**config.mk**
```make
export PLATFORM = sky130hd
export DESIGN_NAME = uart_tx_mmio
export DESIGN_NICKNAME = d
export VERILOG_FILES = /design/src/rtl/uart_tx_mmio.sv
export SDC_FILE = /design/constraint.sdc
export NUM_CORES = 1
export LEC_CHECK = 0
export BUFFER_PORTS_ARGS = -buffer_cell sky130_fd_sc_hd__buf_4
export CAP_MARGIN = 5
export CORE_AREA = 3 3 109 111
export CTS_CLUSTER_DIAMETER = 40
export DETAILED_ROUTE_END_ITERATION = 8
export DIE_AREA = 0 0 112 114
export SYNTH_ARGS = -nofsm -noshare
export SYNTH_HDL_FRONTEND = slang
export SYNTH_SLANG_ARGS = --single-unit
```
**constraint.sdc**
```tcl
create_clock -name clk -period 3.6 [get_ports clk]
set_clock_uncertainty 0.1 [all_clocks]
set_input_delay 0.36 -clock clk [delete_from_list [all_inputs] [get_ports clk]]
set_output_delay 0.36 -clock clk [all_outputs]
set_load 0.01 [all_outputs]
```
**src/rtl/uart_tx_mmio.sv**
```systemverilog
// Memory-mapped 8N1 UART transmitter: CPU writes bytes into a small FIFO, a shift FSM
// serialises them onto tx, and reads return {overflow, full, busy}.
module uart_tx_mmio #(
  parameter int CLK_FREQ_HZ = 25_000_000,
  parameter int BAUD        = 115_200,
  parameter int FIFO_DEPTH  = 4
) (
  input  logic        clk,
  input  logic        rst,
  input  logic        io_wstrb,
  input  logic [31:0] io_wdata,
  input  logic        io_rstrb,
  output logic [31:0] io_rdata,
  output logic        tx
);

  localparam int CLKS_PER_BIT = CLK_FREQ_HZ / BAUD;
  localparam int CW           = $clog2(CLKS_PER_BIT);
  localparam int PW           = $clog2(FIFO_DEPTH);
  localparam int CNTW         = PW + 1;
  localparam logic [CW-1:0]   BAUD_LOAD = CW'(CLKS_PER_BIT - 1);
  localparam logic [CNTW-1:0] DEPTH     = CNTW'(FIFO_DEPTH);

  typedef enum logic [1:0] {IDLE, START, DATA, STOP} state_t;

  logic [7:0]      fifo_mem [FIFO_DEPTH];
  logic [PW-1:0]   wr_ptr_reg, rd_ptr_reg;
  logic [CNTW-1:0] count_reg;
  logic            overflow_reg;
  logic [31:0]     rdata_reg;

  state_t          state_reg, state_next;
  logic [CW-1:0]   cnt_reg, cnt_next;
  logic [2:0]      bit_reg, bit_next;
  logic [7:0]      shift_reg;
  logic            tx_reg, tx_next;

  logic full, empty, busy, push, pop, shift_en;
  logic wdata_unused;

  assign wdata_unused = ^io_wdata[31:8];

  assign full  = (count_reg == DEPTH);
  assign empty = (count_reg == '0);
  assign busy  = (state_reg != IDLE) || !empty;
  // Full is judged before this edge's pop, so a write racing a pop into a full FIFO is dropped.
  assign push  = io_wstrb && !full;

  assign io_rdata = rdata_reg;
  assign tx       = tx_reg;

  // FIFO bookkeeping and CPU status register
  always_ff @(posedge clk) begin
    if (rst) begin
      wr_ptr_reg   <= '0;
      rd_ptr_reg   <= '0;
      count_reg    <= '0;
      overflow_reg <= 1'b0;
      rdata_reg    <= '0;
    end else begin
      if (push) wr_ptr_reg <= wr_ptr_reg + PW'(1);
      if (pop)  rd_ptr_reg <= rd_ptr_reg + PW'(1);
      unique case ({push, pop})
        2'b10:   count_reg <= count_reg + CNTW'(1);
        2'b01:   count_reg <= count_reg - CNTW'(1);
        default: count_reg <= count_reg;
      endcase
      if (io_wstrb && full)
        overflow_reg <= 1'b1;
      else if (io_rstrb)
        overflow_reg <= 1'b0;
      if (io_rstrb)
        rdata_reg <= {29'b0, overflow_reg, full, busy};
    end
  end

  // Storage array and shift register carry no reset; the pointers and FSM define validity.
  always_ff @(posedge clk) begin
    if (push)
      fifo_mem[wr_ptr_reg] <= io_wdata[7:0];
    if (pop)
      shift_reg <= fifo_mem[rd_ptr_reg];
    else if (shift_en)
      shift_reg <= {1'b0, shift_reg[7:1]};
  end

  always_ff @(posedge clk) begin
    if (rst) begin
      state_reg <= IDLE;
      cnt_reg   <= '0;
      bit_reg   <= '0;
      tx_reg    <= 1'b1;
    end else begin
      state_reg <= state_next;
      cnt_reg   <= cnt_next;
      bit_reg   <= bit_next;
      tx_reg    <= tx_next;
    end
  end

  always_comb begin
    state_next = state_reg;
    cnt_next   = cnt_reg;
    bit_next   = bit_reg;
    pop        = 1'b0;
    shift_en   = 1'b0;
    unique case (state_reg)
      IDLE: begin
        cnt_next = '0;
        if (!empty) begin
          pop        = 1'b1;
          cnt_next   = BAUD_LOAD;
          state_next = START;
        end
      end
      START: begin
        if (cnt_reg == '0) begin
          cnt_next   = BAUD_LOAD;
          bit_next   = 3'd0;
          state_next = DATA;
        end else begin
          cnt_next = cnt_reg - CW'(1);
        end
      end
      DATA: begin
        if (cnt_reg == '0) begin
          cnt_next = BAUD_LOAD;
          shift_en = 1'b1;
          if (bit_reg == 3'd7)
            state_next = STOP;
          else
            bit_next = bit_reg + 3'd1;
        end else begin
          cnt_next = cnt_reg - CW'(1);
        end
      end
      STOP: begin
        if (cnt_reg == '0) begin
          // Back-to-back frames: a waiting byte goes straight into its start bit.
          if (!empty) begin
            pop        = 1'b1;
            cnt_next   = BAUD_LOAD;
            state_next = START;
          end else begin
            cnt_next   = '0;
            state_next = IDLE;
          end
        end else begin
          cnt_next = cnt_reg - CW'(1);
        end
      end
      default: state_next = IDLE;
    endcase
  end

  always_comb begin
    tx_next = 1'b1;
    unique case (state_reg)
      IDLE:    tx_next = 1'b1;
      START:   tx_next = 1'b0;
      DATA:    tx_next = shift_reg[0];
      STOP:    tx_next = 1'b1;
      default: tx_next = 1'b1;
    endcase
  end

endmodule
```
==> flow_summary_export.csv <==
group,metric,value,unit
run_status,status,"complete, no violations",
synth,synthTopCellsByArea,"edfxtp_1, dfxtp_1, buf_4",
clock_network,cts_sinks,67,
synth,synth_edf_count,40,
drt,vias_per_cell,4.28,
power,combPwrFrac,36.9,%
critical_path,crit_fanout,5,
sta,post-route-period-util,76.7,%
synth,synthMostInstantiatedCell,"edfxtp_1",
power,p_switching,0.909,mW
finish,final_nets,318,
drt,drtAntennaViolNets,0,
clock_network,cts_hold_buf,0,
global_routing,antenna_found_initial,0,
drt,routed_wl,5.21,mm
finish,n_antenna_cell,0,
drt,wl_met3,180,um
critical_path,worstSetupPathType,"reg2reg",
clock_network,cts_resized,0,
synth,syn_area_per_cell,12.9,um2
floorplanning,row_count,38,
sta,setup_tns,0,ns
power,leakagePower,1.35,nW
critical_path,cp-startpoint,"cnt_reg[0]",
finish,stdcell_area,3510,um2
sta,max_freq,0.362,GHz
clock_network,cts_buffers,9,
critical_path,end_kind,"flop",
placed_design,place_area,3340,um2
power,p_seq_share,41.9,%
drt,wl_met2,2.51,mm
placed_design,dp_hpwl,3.60,mm
clock_network,htreeDepth,3,
drt,met1_length,2.42,mm
floorplanning,die-area,12800,um2
clock_network,clk_latency,0.34,ns
synth,yosys.area.top_type,"edfxtp_1",
sta,relSlewSlack,59.1,%
global_routing,grt_usage,8.50,%
sta,drv_slew,0,
drt,wl_per_cell,12.6,um
finish,fill_cells,1086,
clock_network,clk_path_buf_depth,2,
synth,synthDistinctLibCells,45,
sta,setup_viol,0,
power,max-vdd-ir-drop,0.397,mV
drt,drt_iter0_markers,114,
clock_network,cts_setup_buffers,0,
min_path,hold_start,"io_wdata[4]",
sta,tightest_slew,0.609,ns
finish,regArea,1740,um2
floorplanning,die-width,112,um
synth,netlist_top_cells_count,"edfxtp_1, buf_4, dfxtp_1, nor2_1, ha_1",
sta,post-route-min-period,2.76,ns
drt,vias,1763,
global_routing,grt_max_degree,22,
sta,hold_viol_final,0,
synth,synth_cells,246,
critical_path,worstSetupStartpointType,"flop",
power,sw_frac_of_total,33.1,%
critical_path,required,3.77,ns
power,power_density,781,nW/um2
power,pwr-share-clk,21.2,%
synth,synthFlopType,"edfxtp_1",
global_routing,grt_pass1_wl,8.43,mm
drt,drc_errors,0,
placed_design,io_buffer_count,15,
clock_network,ctsRootBufferMaster,"clkbuf_8",
placed_design,gp_congestion,0.798,
synth,yosysSeqAreaShare,54.8,%
finish,multi_input_area,1250,um2
global_routing,grt_pass1_vias,1750,
finish,area_growth,10.5,%
synth,async_flop_share,0,%
synth,ys_warn_count,0,
finish,drive_gt1_share,19.5,%
finish,stdcell_count,412,
finish,finalCoreUtilization,32.3,%
critical_path,rr_startpoint,"cnt_reg[0]",
placed_design,dp_cells,396,
synth,yosys.area.top_type_share,37.8,%
floorplanning,io_pins,69,
floorplanning,start_util,29.2,%
synth,syn_area,3180,um2
run,drv_cap,0,
floorplanning,coreArea,10900,um2
drt,top_layer_used,"met4",
synth,synth_seq_cells,67,
power,p_int,1.84,mW
clock_network,clk_transition_reported_paths,0.07,ns
drt,firstDrtPassIters,4,
min_path,hp-class,"in2reg",
critical_path,worstPathArrival,2.93,ns
sta,grt_setup_unrepaired,"false",
floorplanning,die_h,114,um
global_routing,overflow,0,
clock_network,cts_tree,"done",
finish,largest_reg_flops,32,
-- worst max-delay path: stages (launching register included) --
cell     delay [ns]
dfxtp_1        0.35
inv_1          0.10
ha_1           0.18
nor4b_4        0.32
a31oi_2        0.19
nor3_4         0.22
ha_1           0.20
inv_1          0.06
fa_1           0.37
xor2_1         0.15
or3_1          0.31
a21oi_1        0.14
-- layout by cell type (no fill, tap or decap), types with 8 or more instances in the layout --
| cell type | count |
|---|---|
| a21oi_1 | 11 |
| buf_4 | 16 |
| clkbuf_8 | 9 |
| conb_1 | 29 |
| dfxtp_1 | 27 |
| edfxtp_1 | 40 |
| ha_1 | 14 |
| inv_1 | 13 |
| mux4_2 | 8 |
| nand2_1 | 8 |
| nor2_1 | 20 |
-- cells by family after synthesis --
kind of cell,after synthesis,share of synthesized area [%]
mux,19,10.3
buf+inv,47,9.21
other cells,1,0.118
fa+ha+maj,15,6.14
xor+xnor,7,1.93
flops,67,54.8
compound gates,30,6.77
simple gates,60,10.8
-- metal layers --
| metal | track usage [%] | up-vias |
|---|---|---|
| li1 | - | 872 |
| met1 | 10.9 | 844 |
| met2 | 13.1 | 40 |
| met3 | 1.91 | 7 |
| met4 | 5.13 | 0 |
| met5 | 0 | - |
-- power by group through the flow --
stage	combinational (mW)	sequential (mW)	clock, mW
finish	1.01	1.15	0.581
global route	1.13	1.18	0.637
CTS	1.02	1.16	0.599
detailed placement	1.02	1.17	0
global placement	0.999	1.16	0
floorplan	0.881	1.11	0
-- path summary, 6_finish.rpt --
| check | end | slack [ns] | cells past startpoint |
|---|---|---|---|
| setup / recovery | count_reg[2] | 0.84 | 11 |
| hold / removal | fifo_mem[2][4] | 0.12 | 1 |
| setup reg to reg | count_reg[2] | 0.84 | 11 |
| hold reg to reg | io_rdata[1] | 0.38 | 2 |
-- through the flow --
step / hold WS (ns) / power (mW) / setup WS (ns)
2_1_floorplan: 0.336 / 1.99 / 0.909
3_3_place_gp: 0.362 / 2.16 / 0.894
3_5_place_dp: 0.369 / 2.19 / 0.872
4_1_cts: 0.103 / 2.78 / 0.832
5_1_grt: 0.106 / 2.95 / 0.666
6_report: 0.119 / 2.74 / 0.838
-- layout make-up --
class | count | share of cell area (%)
Inverter | 13 | 1.39
Clock inverter | 3 | 1.10
Sequential cell | 67 | 49.6
Clock buffer | 13 | 3.95
Tap cell | 140 | 4.98
Timing Repair Buffer | 16 | 3.42
Multi-Input combinational cell | 160 | 35.6
(Power assumes the default switching activity.)
